--- config.mk ---
export PLATFORM = sky130hd
export DESIGN_NAME = lsu_mem_ctrl
export DESIGN_NICKNAME = d
export VERILOG_FILES = /design/src/rtl/lsu_mem_ctrl.sv
export SDC_FILE = /design/constraint.sdc
export NUM_CORES = 1
export LEC_CHECK = 0
export CORE_MARGIN = 2
export CORE_UTILIZATION = 41
export CTS_CLUSTER_DIAMETER = 60
export DETAILED_ROUTE_END_ITERATION = 12
export PLACE_DENSITY = 0.7
export SKIP_CTS_REPAIR_TIMING = 1
export SLEW_MARGIN = 20
export SYNTH_ARGS = -nofsm -noshare
export SYNTH_HDL_FRONTEND = slang
export SYNTH_SLANG_ARGS = --single-unit
--- constraint.sdc ---
create_clock -name clk -period 2.53 [get_ports clk]
set_input_delay 0.253 -clock clk [delete_from_list [all_inputs] [get_ports clk]]
set_output_delay 0.253 -clock clk [all_outputs]
set_load 0.1 [all_outputs]
--- src/rtl/lsu_mem_ctrl.sv ---
`default_nettype none
// =====================================================================
// lsu_mem_ctrl : load/store sequencer on a single-outstanding bus.
// Optional macro LSU_MISALIGN_CHECK_EN traps misaligned half/word/dword.
// Revision : 1.0
// =====================================================================
module lsu_mem_ctrl #(
  parameter int ADDR_W = 64,
  parameter int DATA_W = 64
) (
  input  logic                clk,
  input  logic                rst,
  input  logic                ls_load_en,
  input  logic                ls_store_en,
  input  logic [ADDR_W-1:0]   ls_addr,
  input  logic [DATA_W-1:0]   ls_store_data,
  input  logic [1:0]          ls_data_type,
  input  logic                ls_load_unsigned,
  input  logic [4:0]          ls_rd_idx,
  output logic                mem_req_valid,
  input  logic                mem_req_ready,
  output logic                mem_req_wen,
  output logic [ADDR_W-1:0]   mem_req_addr,
  output logic [DATA_W-1:0]   mem_req_wdata,
  output logic [DATA_W/8-1:0] mem_req_wstrb,
  input  logic                mem_rsp_valid,
  input  logic [DATA_W-1:0]   mem_rsp_rdata,
  output logic                ls_stall,
  output logic                ls_done,
  output logic [DATA_W-1:0]   ls_load_data,
`ifdef LSU_MISALIGN_CHECK_EN
  output logic                ls_misalign,
`endif
  output logic [4:0]          ls_load_rd_idx
);

  typedef enum logic [1:0] {
    S_IDLE = 2'd0,
    S_REQ  = 2'd1,
    S_RESP = 2'd2,
    S_DONE = 2'd3
  } state_t;

  state_t state, state_nxt;

  logic                req;
  logic                misalign;
  logic [7:0]          strb_base;
  logic [7:0]          wstrb_in;
  logic [DATA_W-1:0]   wdata_in;
  logic [DATA_W-1:0]   rsp_shift;
  logic [DATA_W-1:0]   load_ext;

  logic [ADDR_W-1:0]   addr_q;
  logic [1:0]          type_q;
  logic                unsigned_q;
  logic [4:0]          rd_q;
  logic                wen_q;
  logic [DATA_W-1:0]   wdata_q;
  logic [7:0]          wstrb_q;
  logic [DATA_W-1:0]   load_data_q;
  logic [4:0]          load_rd_q;
`ifdef LSU_MISALIGN_CHECK_EN
  logic                misalign_q;
`endif

  assign req = ls_load_en | ls_store_en;

  always_comb begin
    misalign = 1'b0;
`ifdef LSU_MISALIGN_CHECK_EN
    case (ls_data_type)
      2'b01:   misalign = ls_addr[0];
      2'b10:   misalign = |ls_addr[1:0];
      2'b11:   misalign = |ls_addr[2:0];
      default: misalign = 1'b0;
    endcase
`endif
  end

  // Store lanes: strobes and data slide up by the byte offset; bytes past lane 7 fall off.
  always_comb begin
    case (ls_data_type)
      2'b00:   strb_base = 8'h01;
      2'b01:   strb_base = 8'h03;
      2'b10:   strb_base = 8'h0F;
      default: strb_base = 8'hFF;
    endcase
    wstrb_in = ls_store_en ? (strb_base << ls_addr[2:0]) : 8'h00;
    wdata_in = ls_store_data << {ls_addr[2:0], 3'b000};
  end

  always_comb begin
    rsp_shift = mem_rsp_rdata >> {addr_q[2:0], 3'b000};
    case (type_q)
      2'b00:   load_ext = {{(DATA_W-8){~unsigned_q & rsp_shift[7]}},   rsp_shift[7:0]};
      2'b01:   load_ext = {{(DATA_W-16){~unsigned_q & rsp_shift[15]}}, rsp_shift[15:0]};
      2'b10:   load_ext = {{(DATA_W-32){~unsigned_q & rsp_shift[31]}}, rsp_shift[31:0]};
      default: load_ext = rsp_shift;
    endcase
  end

  always_comb begin
    state_nxt = state;
    ls_stall  = 1'b0;
    case (state)
      S_IDLE: begin
        if (req) begin
          ls_stall  = 1'b1;
          state_nxt = misalign ? S_DONE : S_REQ;
        end
      end
      S_REQ: begin
        ls_stall = 1'b1;
        if (mem_req_ready) state_nxt = S_RESP;
      end
      S_RESP: begin
        ls_stall = 1'b1;
        if (mem_rsp_valid) state_nxt = S_DONE;
      end
      S_DONE:  state_nxt = S_IDLE;
      default: state_nxt = S_IDLE;
    endcase
  end

  always_ff @(posedge clk) begin
    if (rst) begin
      state       <= S_IDLE;
      addr_q      <= '0;
      type_q      <= '0;
      unsigned_q  <= 1'b0;
      rd_q        <= '0;
      wen_q       <= 1'b0;
      wdata_q     <= '0;
      wstrb_q     <= '0;
      load_data_q <= '0;
      load_rd_q   <= '0;
`ifdef LSU_MISALIGN_CHECK_EN
      misalign_q  <= 1'b0;
`endif
    end else begin
      state <= state_nxt;
      if (state == S_IDLE && req) begin
        addr_q     <= ls_addr;
        type_q     <= ls_data_type;
        unsigned_q <= ls_load_unsigned;
        rd_q       <= ls_rd_idx;
        wen_q      <= ls_store_en;
        wdata_q    <= wdata_in;
        wstrb_q    <= wstrb_in;
`ifdef LSU_MISALIGN_CHECK_EN
        misalign_q <= misalign;
`endif
      end
      if (state == S_RESP && mem_rsp_valid && !wen_q) begin
        load_data_q <= load_ext;
        load_rd_q   <= rd_q;
      end
    end
  end

  assign mem_req_valid  = (state == S_REQ);
  assign mem_req_wen    = wen_q;
  assign mem_req_addr   = {addr_q[ADDR_W-1:3], 3'b000};
  assign mem_req_wdata  = wdata_q;
  assign mem_req_wstrb  = wstrb_q;
  assign ls_done        = (state == S_DONE);
  assign ls_load_data   = load_data_q;
  assign ls_load_rd_idx = load_rd_q;
`ifdef LSU_MISALIGN_CHECK_EN
  assign ls_misalign    = (state == S_DONE) & misalign_q;
`endif

endmodule
`default_nettype wire

# Word-level counts from Yosys, hierarchy flattened
# Index checks and enable logic that the tools add are counted.
# W data, S select, Z words.
[op_classes] n_reduce_logical=9 shift=3 eq_ne=10 n_bitwise=5 muxes=9
[ops] cell="$pmux W64 S3" n=1
[ops] cell="$shl A64 B6 Y64" n=1
[ops] cell="$shr A64 B6 Y64" n=1
[ops] cell="$pmux W8 S3" n=1
[ops] cell="$eq A2 B2 Y1 const B" n=4
[ops] cell="$mux W8" n=1
[ops] cell="$pmux W2 S4" n=1
[ops] cell="$shl A8 B3 Y8" n=1
[ops] cell="$eq A2 B1 Y1 const B" n=3
[ops] cell="$logic_not A2 Y1" n=3
[ops] cell="$mux W2" n=3
[ops] cell="$ne A2 B2 Y1 const B" n=2
[ops] cell="$and A1 B1 Y1" n=3
[ops] cell="$logic_and A1 B1 Y1" n=3
[ops] cell="$reduce_and A3 Y1" n=1
[ops] cell="$ne A2 B1 Y1 const B" n=1
[ops] cell="$pmux W1 S2" n=1
[ops] cell="$reduce_or A2 Y1" n=1
[ops] cell="$logic_not A1 Y1" n=1
[ops] cell="$mux W1" n=1
[ops] cell="$not A1 Y1" n=1
[ops] cell="$or A1 B1 Y1" n=1
[totals] in_bits=206 out_inout_bits=209 ff_bits=216

# Depth between registers and ports, before layout
# Gate-level depths: netlist of the first run.
[depth] depth_word=4 mapped_depth=9

# Worst setup path before layout of the first run
# Ideal clock, no wire load.
[synth_timing] path_type="register to output" from="register state[0]" to="output port ls_stall" setup_slack_ns=-0.417 required_time_ns=2.277 arrival_time_ns=2.694 stages_incl_launch_ff=8 cell_sequence="dfxtp_1 > inv_1 > ha_1 > nor2b_1 > clkbuf_1 > buf_1 > nor2_1 > nor2_1"
[synth_via] elab_chain_cells=3 elab_cells_between_ends=5 classes_between="eq/ne (2); mux (1); reduce/logical (2)"
[synth_lines] item="start: declaration" line="44" text="state_t state, state_nxt;"
[synth_lines] item="start signal: assignment" line="142" text="state <= state_nxt;"
[synth_lines] item="$eq A2 B1 Y1 or $eq A2 B2 Y1 (tied branches)" line="106" text="case (state)"
[synth_lines] item="$reduce_or A2 Y1 (no line)"
[synth_lines] item="$pmux W1 S2 *" line="106"
[synth_lines] item="end: declaration" line="28" text="output logic ls_stall,"
# Every way passes the cells marked *; elsewhere a longest branch is shown, timed or not.

# Final worst setup path of the first run
[layout_timing] from="register addr_q[2]" to="register load_data_q[58], in the netlist ls_load_data[58]"
[layout_via] elab_chain_cells=3 elab_cells_between_ends=5 classes_between="shift (1); mux (1); bitwise (3)"
[layout_lines] item="start: declaration" line="54" text="logic [ADDR_W-1:0] addr_q;"
[layout_lines] item="start signal: assignment" line="144" text="addr_q <= ls_addr;"
[layout_lines] item="$shr A64 B6 Y64 *" line="94" text="rsp_shift = mem_rsp_rdata >> {addr_q[2:0], 3'b000};"
[layout_lines] item="$and A1 B1 Y1, on equally long branches" line="98, 96, 97"
[layout_lines] item="$pmux W64 S3 *" line="95" text="case (type_q)"
[layout_lines] item="end signal: assignment" line="156" text="load_data_q <= load_ext;"
[layout_lines] item="end: declaration" line="61" text="logic [DATA_W-1:0] load_data_q;"
# Marked as above.
# A chain may end at the register's enable or synchronous reset.

==> results of run 1 <==
registers in the layout (all words and copies together) (netlist names):
name and flops:
ls_load_rd_idx 5, mem_req_wen 1, mem_req_wdata 64, state 2, mem_req_wstrb 8, addr_q 64
rd_q 5, ls_load_data 64, unsigned_q 1, type_q 2
power breakdown:
part           switching (mW)  internal (mW)  leakage (nW)
registers               0.423           4.05          1.77
logic                    7.06           2.40          4.05
clock network            1.54           2.18         0.428
total                    9.02           8.63          6.25
per-stage QoR:
step	setup WS (ps)	instance area, um^2
global placement	59.3	15000
finish	232	15900
CTS	256	15900
global route	118	15900
detailed placement	25.9	15000
floorplan	31.7	11500
layout make-up:
class,instances,area [um^2]
fillers,2595,11700
multi-input cells,996,6140
flip-flops and latches,216,4330
repair buffers,458,4070
clock buffers,39,791
well taps,378,473
clock inverters,10,70.1
inverters,7,26.3
path summary, 6_finish.rpt:
kind	endpoint	startpoint	slack [ps]	cells past startpoint
worst min-delay path	addr_q[0]$_SDFFE_PP0P_	ls_addr[0]	220	3
worst max register to register	ls_load_data[58]$_SDFFE_PP0P_	addr_q[2]$_SDFFE_PP0P_	230	6
worst max-delay path	ls_load_data[58]$_SDFFE_PP0P_	addr_q[2]$_SDFFE_PP0P_	230	6
worst min register to register	addr_q[44]$_SDFFE_PP0P_	addr_q[44]$_SDFFE_PP0P_	450	2
metal layers:
layer  vias up  routed length (um)  GRT usage  part of all wire
met5         -                   0          0                 0
met4         0                 954     0.0685             0.023
met3        58                3590     0.0675             0.087
met2       476               19600      0.441              0.47
met1      5363               17300      0.342              0.42
li1       5502                   -          -                 -
placed cells by master, fill, tap and decap left out, drive strengths merged, types with 9 or more instances in the layout:
master	instances
nor2	190
mux4	23
nand2	217
nor4	12
dfxtp	216
nor3	47
a211oi	114
a22oi	25
nor2b	28
clkdlybuf4s50	201
a311oi	15
buf	256
nand2b	11
o21ai	26
mux2	20
a21oi	129
mux2i	94
clkbuf	39
nand3	9
cell families after synthesis:
logic type	after synthesis	synth area share
other	1	0.000327
DFF	216	0.378
AOI/OAI and AO/OA	327	0.186
muxes	137	0.147
adders and majority gates	4	0.00437
buffers and inverters	196	0.0897
and+or+nand+nor	525	0.195
critical path, stage by stage, from the launching register on:
cell	delay, ps
dfxtp_1	400
mux2_2	380
mux4_2	490
and3_4	210
nor4_4	310
buf_12	240
a211oi_1	100
==> key figures, run 1 <==
Status
  • Outcome: finished clean

Timing
  • Period utilization: 0.908
  • Max-slew headroom: 0.293
  • Final setup skew: 14.6 ps
  • Upper clock frequency limit: 0.435 GHz
  • Max-slew violations: 0
  • RSZ-0062 raised after global routing: false
  • Final Hold Fails: 0
  • Final TNS setup: 0 ps
  • Min Tclk post-route: 2300 ps
  • Least-Margin Pin Slew: 1050 ps
  • Setup violators final: 0
  • Hold_ws: approximately 220 ps

Die
  • FP Rows: 61
  • Boundary Pins: 415
  • Die width: around 170 um
  • Initial Utilization: 0.414
  • Area of the die: 29300 um^2
  • Die H: 171 um
  • Core Footprint: 27600 um^2

Cells and area
  • Area delta synth->final: 38.8%
  • Layout Nets: 1916
  • Ant diodes: 0
  • Post-layout util: 0.575
  • Non-filler cells, final: approximately 2100
  • Layout cells sized above 1: 0.211

Worst setup path
  • Setup CP Type: reg -> reg
  • Crit path max fanout: 32
  • CP startpoint kind: flip-flop
  • Setup crit end kind: flip-flop
  • Worst path arrival time: 2690 ps
  • Worst endpoint required time: 2920 ps

Routing
  • Mean routed wirelength per cell: approximately 20 um
  • DRT antenna net count: 0
  • Initial DRC Count: ~940
  • Residual DRC: 0
  • Final wirelength: 41.4 mm
  • Avg Vias per Cell: 5.42
  • Via count: 11400
  • Drt first pass iters: 5

Pwr
  • Total power: 17.6 mW
  • Static leakage: 6.25 nW
  • Pwr Density: 1110 nW/um^2
  • Max rail drop VDD: 624 uV

GRT
  • Remaining global-route overflow: 0
  • Gr usage total: 0.265
  • Initial antenna violation count: 0
  • Vias in the first global route: ~11000
  • Largest net degree at the start of global routing: 106
  • Global-route wire length before repair: 61.0 mm

Synthesis
  • Synth area leaders: dfxtp_1 (38%), mux2i_1 (8.2%), a211oi_1 (7.5%)
  • Sequential share of the synthesized area: 0.378
  • Cell taking the most area after synthesis: dfxtp_1
  • Count leader, synth: nand2_1
  • Number of synthesized register bits: 216
  • Post-synth top area share: 0.378
  • Yosys cell types: 47
  • Number of synthesized flops with an enable pin: 0
  • Post-Synthesis Cell Area: approximately 11000 um^2
  • Ys flop type: dfxtp_1
  • FFs w/ async S/R, synth: 0
  • Mapped Cells: 1406
  • Mapped Avg Cell Area: roughly 8.1 um^2
  • Top cells by count, synth: nand2_1 (217), dfxtp_1 (216), nor2_1 (189)
  • Yosys warns: 0

Clock tree
  • Root Buffer Master: clkbuf_16
  • CTS tree: built
  • CTS Sinks: 216
  • H-tree levels: 1
  • Clock slew at reported path FFs: roughly 60 ps
  • CTS Buf Count: 27
  • Clock Path Buffers: 3
  • Worst skew pair latency: roughly 540 ps

Placement
  • PortBufs: around 410
  • Placed insts: 2054
  • DP HPWL: 30.3 mm
  • Routability cong.: 0.926

Worst hold path
  • Hold/Removal Path Class: in -> reg

Job
  • Max_cap viols: 0
Power figures use the tool's default switching activity.
==> inputs of run 2 (changes only) <==
--- a/config.mk
+++ b/config.mk
@@ -9,7 +9,8 @@
 export CORE_UTILIZATION = 41
 export CTS_CLUSTER_DIAMETER = 60
 export DETAILED_ROUTE_END_ITERATION = 12
-export PLACE_DENSITY = 0.7
+export MAX_ROUTING_LAYER = met4
+export PLACE_DENSITY_LB_ADDON = 0.1
 export SKIP_CTS_REPAIR_TIMING = 1
 export SLEW_MARGIN = 20
 export SYNTH_ARGS = -nofsm -noshare
==> key figures, run 2 (synthesis gave the netlist of run 1 again) <==
Status
  • Outcome: finished clean

Worst setup path
  • Setup CP Type: reg -> reg
  • Reg-to-Reg Start: addr_q[2]$_SDFFE_PP0P_
  • Slowest CP cell: dfxtp_1
  • FF-to-FF End: ls_load_data[62]$_SDFFE_PP0P_
  • CP startpoint kind: flip-flop
  • Crit path max fanout: 32
  • Reg2Reg Setup Slack: roughly 240 ps
  • Setup crit end kind: flip-flop
  • Slowest stage delay, CP: 400 ps
  • Worst path arrival time: 2730 ps
  • R2R depth: 8
  • Crit path cell chain: buf_4, buf_4, nor3b_2, nand3_1, a211oi_1, nor4_4, buf_12, a211oi_1
  • Worst endpoint required time: around 3000 ps

Timing
  • Upper clock frequency limit: approximately 0.44 GHz
  • RSZ-0062 raised after global routing: false
  • Final setup skew: approximately 8.1 ps
  • Max-slew violations: 0
  • Period utilization: 0.905
  • Setup violators final: 0
  • Least-Margin Pin Slew: 1020 ps
  • Min Tclk post-route: 2290 ps
  • Final TNS setup: 0 ps
  • Final Hold Fails: 0
  • Max-slew headroom: 0.316

GRT
  • Remaining global-route overflow: 0
  • Initial antenna violation count: 0
  • Global-route wire length before repair: 60.5 mm
  • Gr usage total: 0.270
  • Largest net degree at the start of global routing: 92
  • Vias in the first global route: 10300

Cells and area
  • Post-layout util: 0.576
  • Post-route cell area: 15900 um^2
  • Fill count: 2586
  • Area delta synth->final: 39.1%
  • Non-filler cells, final: 2102
  • Ant diodes: 0
  • Layout cells sized above 1: 0.211
  • Commonest non-fill, non-tap cell in the layout: buf_4
  • Commonest non-fill, non-tap cells in the layout: buf_4 (247), nand2_1 (217), dfxtp_1 (214)
  • Layout Nets: 1919

Die
  • Core Footprint: 27600 um^2
  • Die H: 171 um
  • Initial Utilization: 0.414
  • Boundary Pins: 415
  • FP Rows: 61
  • Area of the die: 29300 um^2
  • Die width: ~170 um

Routing
  • Mean routed wirelength per cell: between 15 and 20 um
  • Drt first pass iters: 4
  • DRT antenna net count: 0
  • Final wirelength: 40.7 mm
  • Avg Vias per Cell: approximately 5.4
  • Residual DRC: 0
  • Initial DRC Count: 966
  • Via count: around 11000

Worst hold path
  • Hold Crit Depth: 2
  • Endpoint, Worst Hold: addr_q[41]$_SDFFE_PP0P_
  • Hold/Removal Path Class: in -> reg
  • Min-delay src: rst

Placement
  • Placed insts: 2059
  • Placed Area: 15100 um^2
  • DP HPWL: 30.1 mm
  • PortBufs: 411
  • Routability cong.: 0.933

Clock tree
  • CTS Sinks: approximately 220
  • Worst skew pair latency: roughly 530 ps
  • Root Buffer Master: clkbuf_16
  • Clock slew at reported path FFs: 60 ps
  • CTS tree: built
  • CTS Buf Count: 26
  • Clock Path Buffers: 3
  • H-tree levels: 1

Job
  • Max_cap viols: 0

Pwr
  • Pwr Density: about 1100 nW/um^2
  • Static leakage: 6.26 nW
  • Max rail drop VDD: between 600 and 700 uV
[run 2: cell count changes in the layout (fill, tap and decap cells not counted), sizes merged]
cell	delta
clkinvlp	+1
clkbuf	-5
dlygate4sd3	-1
inv	+1
bufinv	+2
clkinv	-5
buf	+5
[run 2: area by class of cell]
type / count / area, um^2 / area share
multi-input combinational: 996 / 6140 / 0.385
tap: 378 / 473 / 0.0297
sequential: 216 / 4330 / 0.272
clock buffer: 34 / 722 / 0.0453
inverter: 7 / 26.3 / 0.00165
clock inverter: 9 / 115 / 0.00723
timing repair buffer: 462 / 4120 / 0.259
[run 2: where the power goes]
| group | internal [mW] | switching [mW] |
|---|---|---|
| Clock | 2.21 | 1.50 |
| Combinational | 2.41 | 7.06 |
| Sequential | 4.05 | 0.417 |
[run 2: worst max-delay path by stage]
| stage | from | end | slack [ps] |
|---|---|---|---|
| CTS | addr_q[2]$_SDFFE_PP0P_ | ls_load_data[63]$_SDFFE_PP0P_ | 240 |
| floorplan | state[0]$_SDFFE_PP0P_ | ls_stall | 30 |
| finish | addr_q[2]$_SDFFE_PP0P_ | ls_load_data[62]$_SDFFE_PP0P_ | 240 |
| detailed placement | mem_rsp_rdata[31] | ls_load_data[34]$_SDFFE_PP0P_ | 50 |
| global placement | mem_rsp_rdata[47] | ls_load_data[34]$_SDFFE_PP0P_ | 70 |
| global route | addr_q[0]$_SDFFE_PP0P_ | ls_load_data[29]$_SDFFE_PP0P_ | 80 |
[run 2: layer usage]
metal	vias up	wire length (um)	global-route usage
met3	50	2860	0.0433
li1	5499	-	-
met2	425	19300	0.431
met5	-	0	-
met4	0	835	0.0667
met1	5304	17700	0.359
[run 2: critical path: cells and delay by family (launching register included)]
family	cells	cell delay, ps
compound gates	2	620
buf+inv	3	680
flops	1	400
simple gates	3	480
[run 2: per-stage QoR]
stage	power (mW)	hold WS, ps	setup WS (ps)
after global placement	14.0	437	74.7
final	17.6	170	242
after CTS	17.7	157	242
after floorplan	11.8	389	31.7
after global routing	18.4	193	80.8
after detailed placement	14.0	443	46.5
